$ cat config.mk
export PLATFORM = sky130hd
export DESIGN_NAME = radix4_online_result_collector
export DESIGN_NICKNAME = d
export VERILOG_FILES = /design/src/rtl/radix4_online_result_collector.sv
export SDC_FILE = /design/constraint.sdc
export NUM_CORES = 1
export LEC_CHECK = 0
export CORE_UTILIZATION = 68
export DETAILED_ROUTE_END_ITERATION = 7
export DONT_BUFFER_PORTS = 1
export HOLD_SLACK_MARGIN = 0.03
export PLACE_DENSITY = 0.88
export SYNTH_ARGS = -nofsm -noshare
export SYNTH_HDL_FRONTEND = slang
export SYNTH_SLANG_ARGS = --single-unit
$ cat constraint.sdc
create_clock -name clk -period 4.8 [get_ports clk]
set_clock_uncertainty 0.2 [all_clocks]
set_input_delay 0.96 -clock clk [delete_from_list [all_inputs] [get_ports clk]]
set_output_delay 0.96 -clock clk [all_outputs]
set_load 0.01 [all_outputs]
$ cat src/rtl/radix4_online_result_collector.sv
// Result collector for the radix-4 online multiplier: drops the online-delay digits, converts the
// signed-digit stream on the fly (Q/QM), presents the aligned product on a valid/ack handshake.
// Optional illegal-digit (-4) detection: define RADIX4_COLLECT_DIGIT_CHECK_EN.
module radix4_online_result_collector #(
    parameter int unsigned no_of_digits = 4,
    parameter int unsigned radix_bits   = 3,
    parameter int unsigned delta        = 2
) (
    input  logic                      clk,
    input  logic                      reset_n,
    input  logic [radix_bits-1:0]     z,
    input  logic                      start,
    input  logic                      full_result_sel,
    input  logic                      result_ack,
    output logic [4*no_of_digits+1:0] result,
    output logic                      result_valid,
    output logic                      busy,
    output logic                      overrun,
    output logic                      digit_err
);

    localparam int unsigned RW       = 4 * no_of_digits + 2;
    localparam int unsigned CntW     = $clog2(2 * no_of_digits + delta + 1);
    localparam int unsigned SkipLast = (delta > 1) ? delta - 2 : 0;

    localparam logic [CntW-1:0] LastShort = CntW'(no_of_digits - 1);
    localparam logic [CntW-1:0] LastFull  = CntW'(2 * no_of_digits - 1);

    // StAlign is the cycle between the last digit and result_valid, where the result is aligned.
    typedef enum logic [2:0] {StIdle, StSkip, StCollect, StAlign, StDone} state_e;

    // The start cycle itself counts as the first skipped cycle.
    localparam state_e FirstState = (delta > 1) ? StSkip : StCollect;

    state_e          state_q, state_d;
    logic [CntW-1:0] cnt_q, cnt_d;
    logic            full_q, full_d;
    logic [RW-1:0]   q_q, q_d;
    logic [RW-1:0]   qm_q, qm_d;
    logic [RW-1:0]   result_q, result_d;
    logic            overrun_q, overrun_d;

    logic            accept;
    logic            illegal;
    logic [CntW-1:0] last_idx;
    logic [RW-1:0]   d_ext, q4, qm4, q_new, qm_new;
    logic            d_neg;

    assign accept   = start && ((state_q == StIdle) || ((state_q == StDone) && result_ack));
    assign last_idx = full_q ? LastFull : LastShort;

    // ------------------------------------------------------------------ FSM state register
    always_ff @(posedge clk or negedge reset_n) begin
        if (!reset_n) begin
            state_q <= StIdle;
        end else begin
            state_q <= state_d;
        end
    end

    // ------------------------------------------------------------------ FSM next state
    always_comb begin
        state_d = state_q;
        unique case (state_q)
            StIdle: begin
                if (start) state_d = FirstState;
            end
            StSkip: begin
                if (cnt_q == CntW'(SkipLast)) state_d = StCollect;
            end
            StCollect: begin
                if (cnt_q == last_idx) state_d = StAlign;
            end
            StAlign: begin
                state_d = StDone;
            end
            StDone: begin
                if (result_ack) state_d = start ? FirstState : StIdle;
            end
            default: state_d = StIdle;
        endcase
    end

    // ------------------------------------------------------------------ FSM outputs
    always_comb begin
        busy         = (state_q == StSkip) || (state_q == StCollect);
        result_valid = (state_q == StDone);
    end

    // ------------------------------------------------------------------ on-the-fly conversion
    // Q holds the exact prefix value, QM = Q - 1; a negative digit borrows from QM instead of Q.
    always_comb begin
        d_ext = illegal ? '0 : {{(RW - radix_bits){z[radix_bits-1]}}, z};
        d_neg = d_ext[RW-1];
        q4    = {q_q[RW-3:0], 2'b00};
        qm4   = {qm_q[RW-3:0], 2'b00};
        if (!d_neg) begin
            q_new  = q4 + d_ext;
            qm_new = (d_ext != '0) ? (q4 + d_ext - RW'(1)) : (qm4 + RW'(3));
        end else begin
            q_new  = qm4 + RW'(4) + d_ext;
            qm_new = qm4 + RW'(3) + d_ext;
        end
    end

    // ------------------------------------------------------------------ datapath next state
    always_comb begin
        q_d       = q_q;
        qm_d      = qm_q;
        cnt_d     = cnt_q;
        full_d    = full_q;
        result_d  = result_q;
        overrun_d = overrun_q | (start & ~accept);
        if (accept) begin
            q_d    = '0;
            qm_d   = '1;
            cnt_d  = '0;
            full_d = full_result_sel;
        end else begin
            unique case (state_q)
                StSkip: begin
                    cnt_d = (cnt_q == CntW'(SkipLast)) ? '0 : cnt_q + CntW'(1);
                end
                StCollect: begin
                    q_d   = q_new;
                    qm_d  = qm_new;
                    cnt_d = cnt_q + CntW'(1);
                end
                StAlign: begin
                    // Short results are left-aligned: N zero digits appended.
                    result_d = full_q ? q_q : (q_q << (2 * no_of_digits));
                end
                default: ;
            endcase
        end
    end

    always_ff @(posedge clk or negedge reset_n) begin
        if (!reset_n) begin
            q_q       <= '0;
            qm_q      <= '1;
            cnt_q     <= '0;
            full_q    <= 1'b0;
            result_q  <= '0;
            overrun_q <= 1'b0;
        end else begin
            q_q       <= q_d;
            qm_q      <= qm_d;
            cnt_q     <= cnt_d;
            full_q    <= full_d;
            result_q  <= result_d;
            overrun_q <= overrun_d;
        end
    end

    assign result  = result_q;
    assign overrun = overrun_q;

    // ------------------------------------------------------------------ illegal digit check
`ifdef RADIX4_COLLECT_DIGIT_CHECK_EN
    localparam logic [radix_bits-1:0] IllegalDigit = {1'b1, {(radix_bits - 1){1'b0}}};

    logic digit_err_q, digit_err_d;

    assign illegal = (z == IllegalDigit);

    always_comb begin
        digit_err_d = digit_err_q;
        if (accept) begin
            digit_err_d = 1'b0;
        end else if ((state_q == StCollect) && illegal) begin
            digit_err_d = 1'b1;
        end
    end

    always_ff @(posedge clk or negedge reset_n) begin
        if (!reset_n) begin
            digit_err_q <= 1'b0;
        end else begin
            digit_err_q <= digit_err_d;
        end
    end

    assign digit_err = digit_err_q;
`else
    assign illegal   = 1'b0;
    assign digit_err = 1'b0;
`endif

endmodule
==> metrics.txt <==
max-slew violation count=0; CTS resizes=0; Worst-Skew Late Latency=0.36 ns; row count=32; Die Ht=91.2 µm; Pre-antenna DRT Iters=6; area added between synthesis and finish=3.91%; total of max-cap violations=0; first-pass GRT wire length=between 20,000 and 25,000 µm; initial antenna violation count=0; I/O pin count=30; routed vias=between 4,000 and 5,000; top fanout value on the critical path=81; worst min path class=in -> async; Initial Utilization=between 70% and 80%; DP Worst Slack=0.991 ns; ANT nets after route=0; Seq cells post-synth=61; layout cells sized above 1=between 10% and 20%; total power=3.95 mW; wire per inst=18.3 µm; dpl cells=692; final core occ=72.8%; clock sinks=61; slew margin rel.=38.4%; status=finished, final reports clean; syn_area_per_cell=a little under 9 µm²; Final Hold Vio Count=0; clock share of power=13.3%; register area=0.00155 mm²; largest net degree at the start of global routing=82; Post-Syn Area=0.00541 mm²; Inserted Clock Buffers=9; GRT Util Overall=32.5%; Post-Syn Nets=a little under 700; Final min period=about 3.5 ns; Startpoint Class=input pin; # Post-CTS Setup Buffers=0; slew at the pin closest to its max-slew limit=0.922 ns; Final period util=73.8%; Finished Layout Cells=708; DP HPWL=9310 µm; ANT cells=0; Achievable Freq=roughly 0.28 GHz; GPL Wtd Cong=0.938; CTS tree=yes; Net Sw Frac=48.2%; WS Path Type=in -> reg; multi-input logic area=0.00365 mm²; RSZ-0062 raised after global routing=false; Routed WL=12,900 µm; ys async rst share=100%; vias per cell=6.51; PortBufs=0; Total Nets Final=670; register share of total power=27.1%; drt drc=0; required time worst endpoint=4.85 ns; final setup vio count=0; synth unique cells=73; total die area=0.00832 mm²; H-tree Lvls=3; cells after synthesis=611; TNS Setup=0 ns; grt total ovfl=0; fillers=549; Most used DFF post-synth=dfrtp_1; core region area=0.00773 mm²; buffer depth of the longest clock path=2; # hold bufs at CTS=0; post-route setup slack=approximately 1.3 ns; sw power=between 1.5 and 2 mW; Die Span X=between 90 and 100 µm; initial DRC count=282; vias in the first global route=between 4,000 and 5,000; Post-synth EDFFs=0; Int Pwr=2.04 mW; synthesis warning total=0; combinational share of power=about three fifths; power per cell area=702 mW/mm²; Worst-path clk slew=about 0.070 ns; WP data arrival=approximately 3.6 ns; sequential area share after synthesis=28.6%; Pleak=2.45 nW; Clock Root Buffer=clkbuf_8; worst vdd ir=350 µV; critical path endpoint category=flip-flop
==> routing by layer <==
metal / vias up / share of wire [%] / global-route usage [%]
li1: 2174 / - / -
met1: 2204 / 42 / 40.5
met2: 195 / 48 / 54.7
met3: 33 / 6.8 / 6.70
met4: 0 / 3.0 / 13.6
met5: - / 0 / 0
==> power groups by stage <==
stage	registers (mW)	logic (mW)	clock network (mW)
after CTS	1.07	2.32	0.533
after floorplan	0.955	1.92	0
final	1.07	2.36	0.524
after global routing	1.10	2.61	0.553
after detailed placement	1.08	2.29	0
after global placement	1.06	2.20	0
==> cells in the final DEF, fill, tap and decap left out, drive strengths merged, types with 7 or more instances in the layout <==
cell type,count
o21ai,65
fa,13
xor2,31
a21oi,42
nor3,17
nand3,17
and3,8
clkbuf,10
a21o,9
nand2b,7
xnor2,21
nand2,76
ha,48
a31oi,10
inv,13
nor4,8
nand4,7
nor2,46
dfstp,16
dfrtp,45
mux2i,19
==> registers in the layout, summed over array words and instances, names as in the netlist <==
signal	flops
full_q	1
result	18
qm_q	16
overrun	1
cnt_q	4
q_q	18
state_q	3
==> final timing paths <==
path	from	end	slack (ns)	cells past startpoint
max in group asynchronous	reset_n	qm_q[8]$_DFFE_PN1P_	4.12	0
max	z[2]	q_q[17]$_DFFE_PN0P_	1.26	11
min in group clk	q_q[11]$_DFFE_PN0P_	q_q[11]$_DFFE_PN0P_	0.33	2
max reg2reg	qm_q[2]$_DFFE_PN1P_	q_q[17]$_DFFE_PN0P_	1.38	11
min	reset_n	q_q[17]$_DFFE_PN0P_	0.09	0
min reg2reg	q_q[11]$_DFFE_PN0P_	q_q[11]$_DFFE_PN0P_	0.33	2
==> cell usage after synthesis (all sizes together), types with 8 or more instances <==
master | instances | area, µm²
a21o | 9 | 67.6
a21oi | 42 | 229
a31oi | 10 | 62.6
and3 | 8 | 51.3
clkbuf | 18 | 128
dfrtp | 45 | 1130
dfstp | 16 | 420
fa | 13 | 260
ha | 48 | 601
inv | 13 | 48.8
mux2i | 19 | 190
nand2 | 76 | 285
nand3 | 17 | 85.1
nor2 | 46 | 173
nor3 | 17 | 90.1
nor4 | 8 | 77.6
o21ai | 65 | 325
xnor2 | 21 | 184
xor2 | 31 | 305
==> worst max-delay path, cell delays in order <==
cell and delay [ns]:
ha_1 0.23, fa_1 0.49, nor2b_1 0.18, o31ai_1 0.37
a31oi_1 0.20, a31oi_1 0.29, nor2_1 0.09, o31ai_1 0.31
or2_1 0.15, o2111ai_1 0.10, a22o_1 0.19
==> stage by stage <==
step	hold slack, ns	area [µm²]
global placement	0.307	5400
floorplan	0.273	5410
global route	0.0696	5630
CTS	0.0745	5630
detailed placement	0.312	5400
finish	0.0902	5630
==> cells by family after synthesis <==
family	after synthesis	share of synthesized area (%)
AO/OA/AOI/OAI	168	19.7
buffers and inverters	38	3.97
multiplexers	20	3.72
other	1	0.0693
flip-flops	61	28.6
AND/OR/NAND/NOR	210	19.0
XOR/XNOR	52	9.04
adder cells (fa/ha/maj)	61	15.9
==> cell type report <==
class                      instances  share of cell area, %
clock inverter                     6                   1.53
tap                              102                   2.27
timing repair buffer               3                  0.400
clock buffer                      10                   2.45
sequential                        61                   27.5
multi-input combinational        512                   64.9
inverter                          14                  0.934
Power figures use the tool's default switching activity.
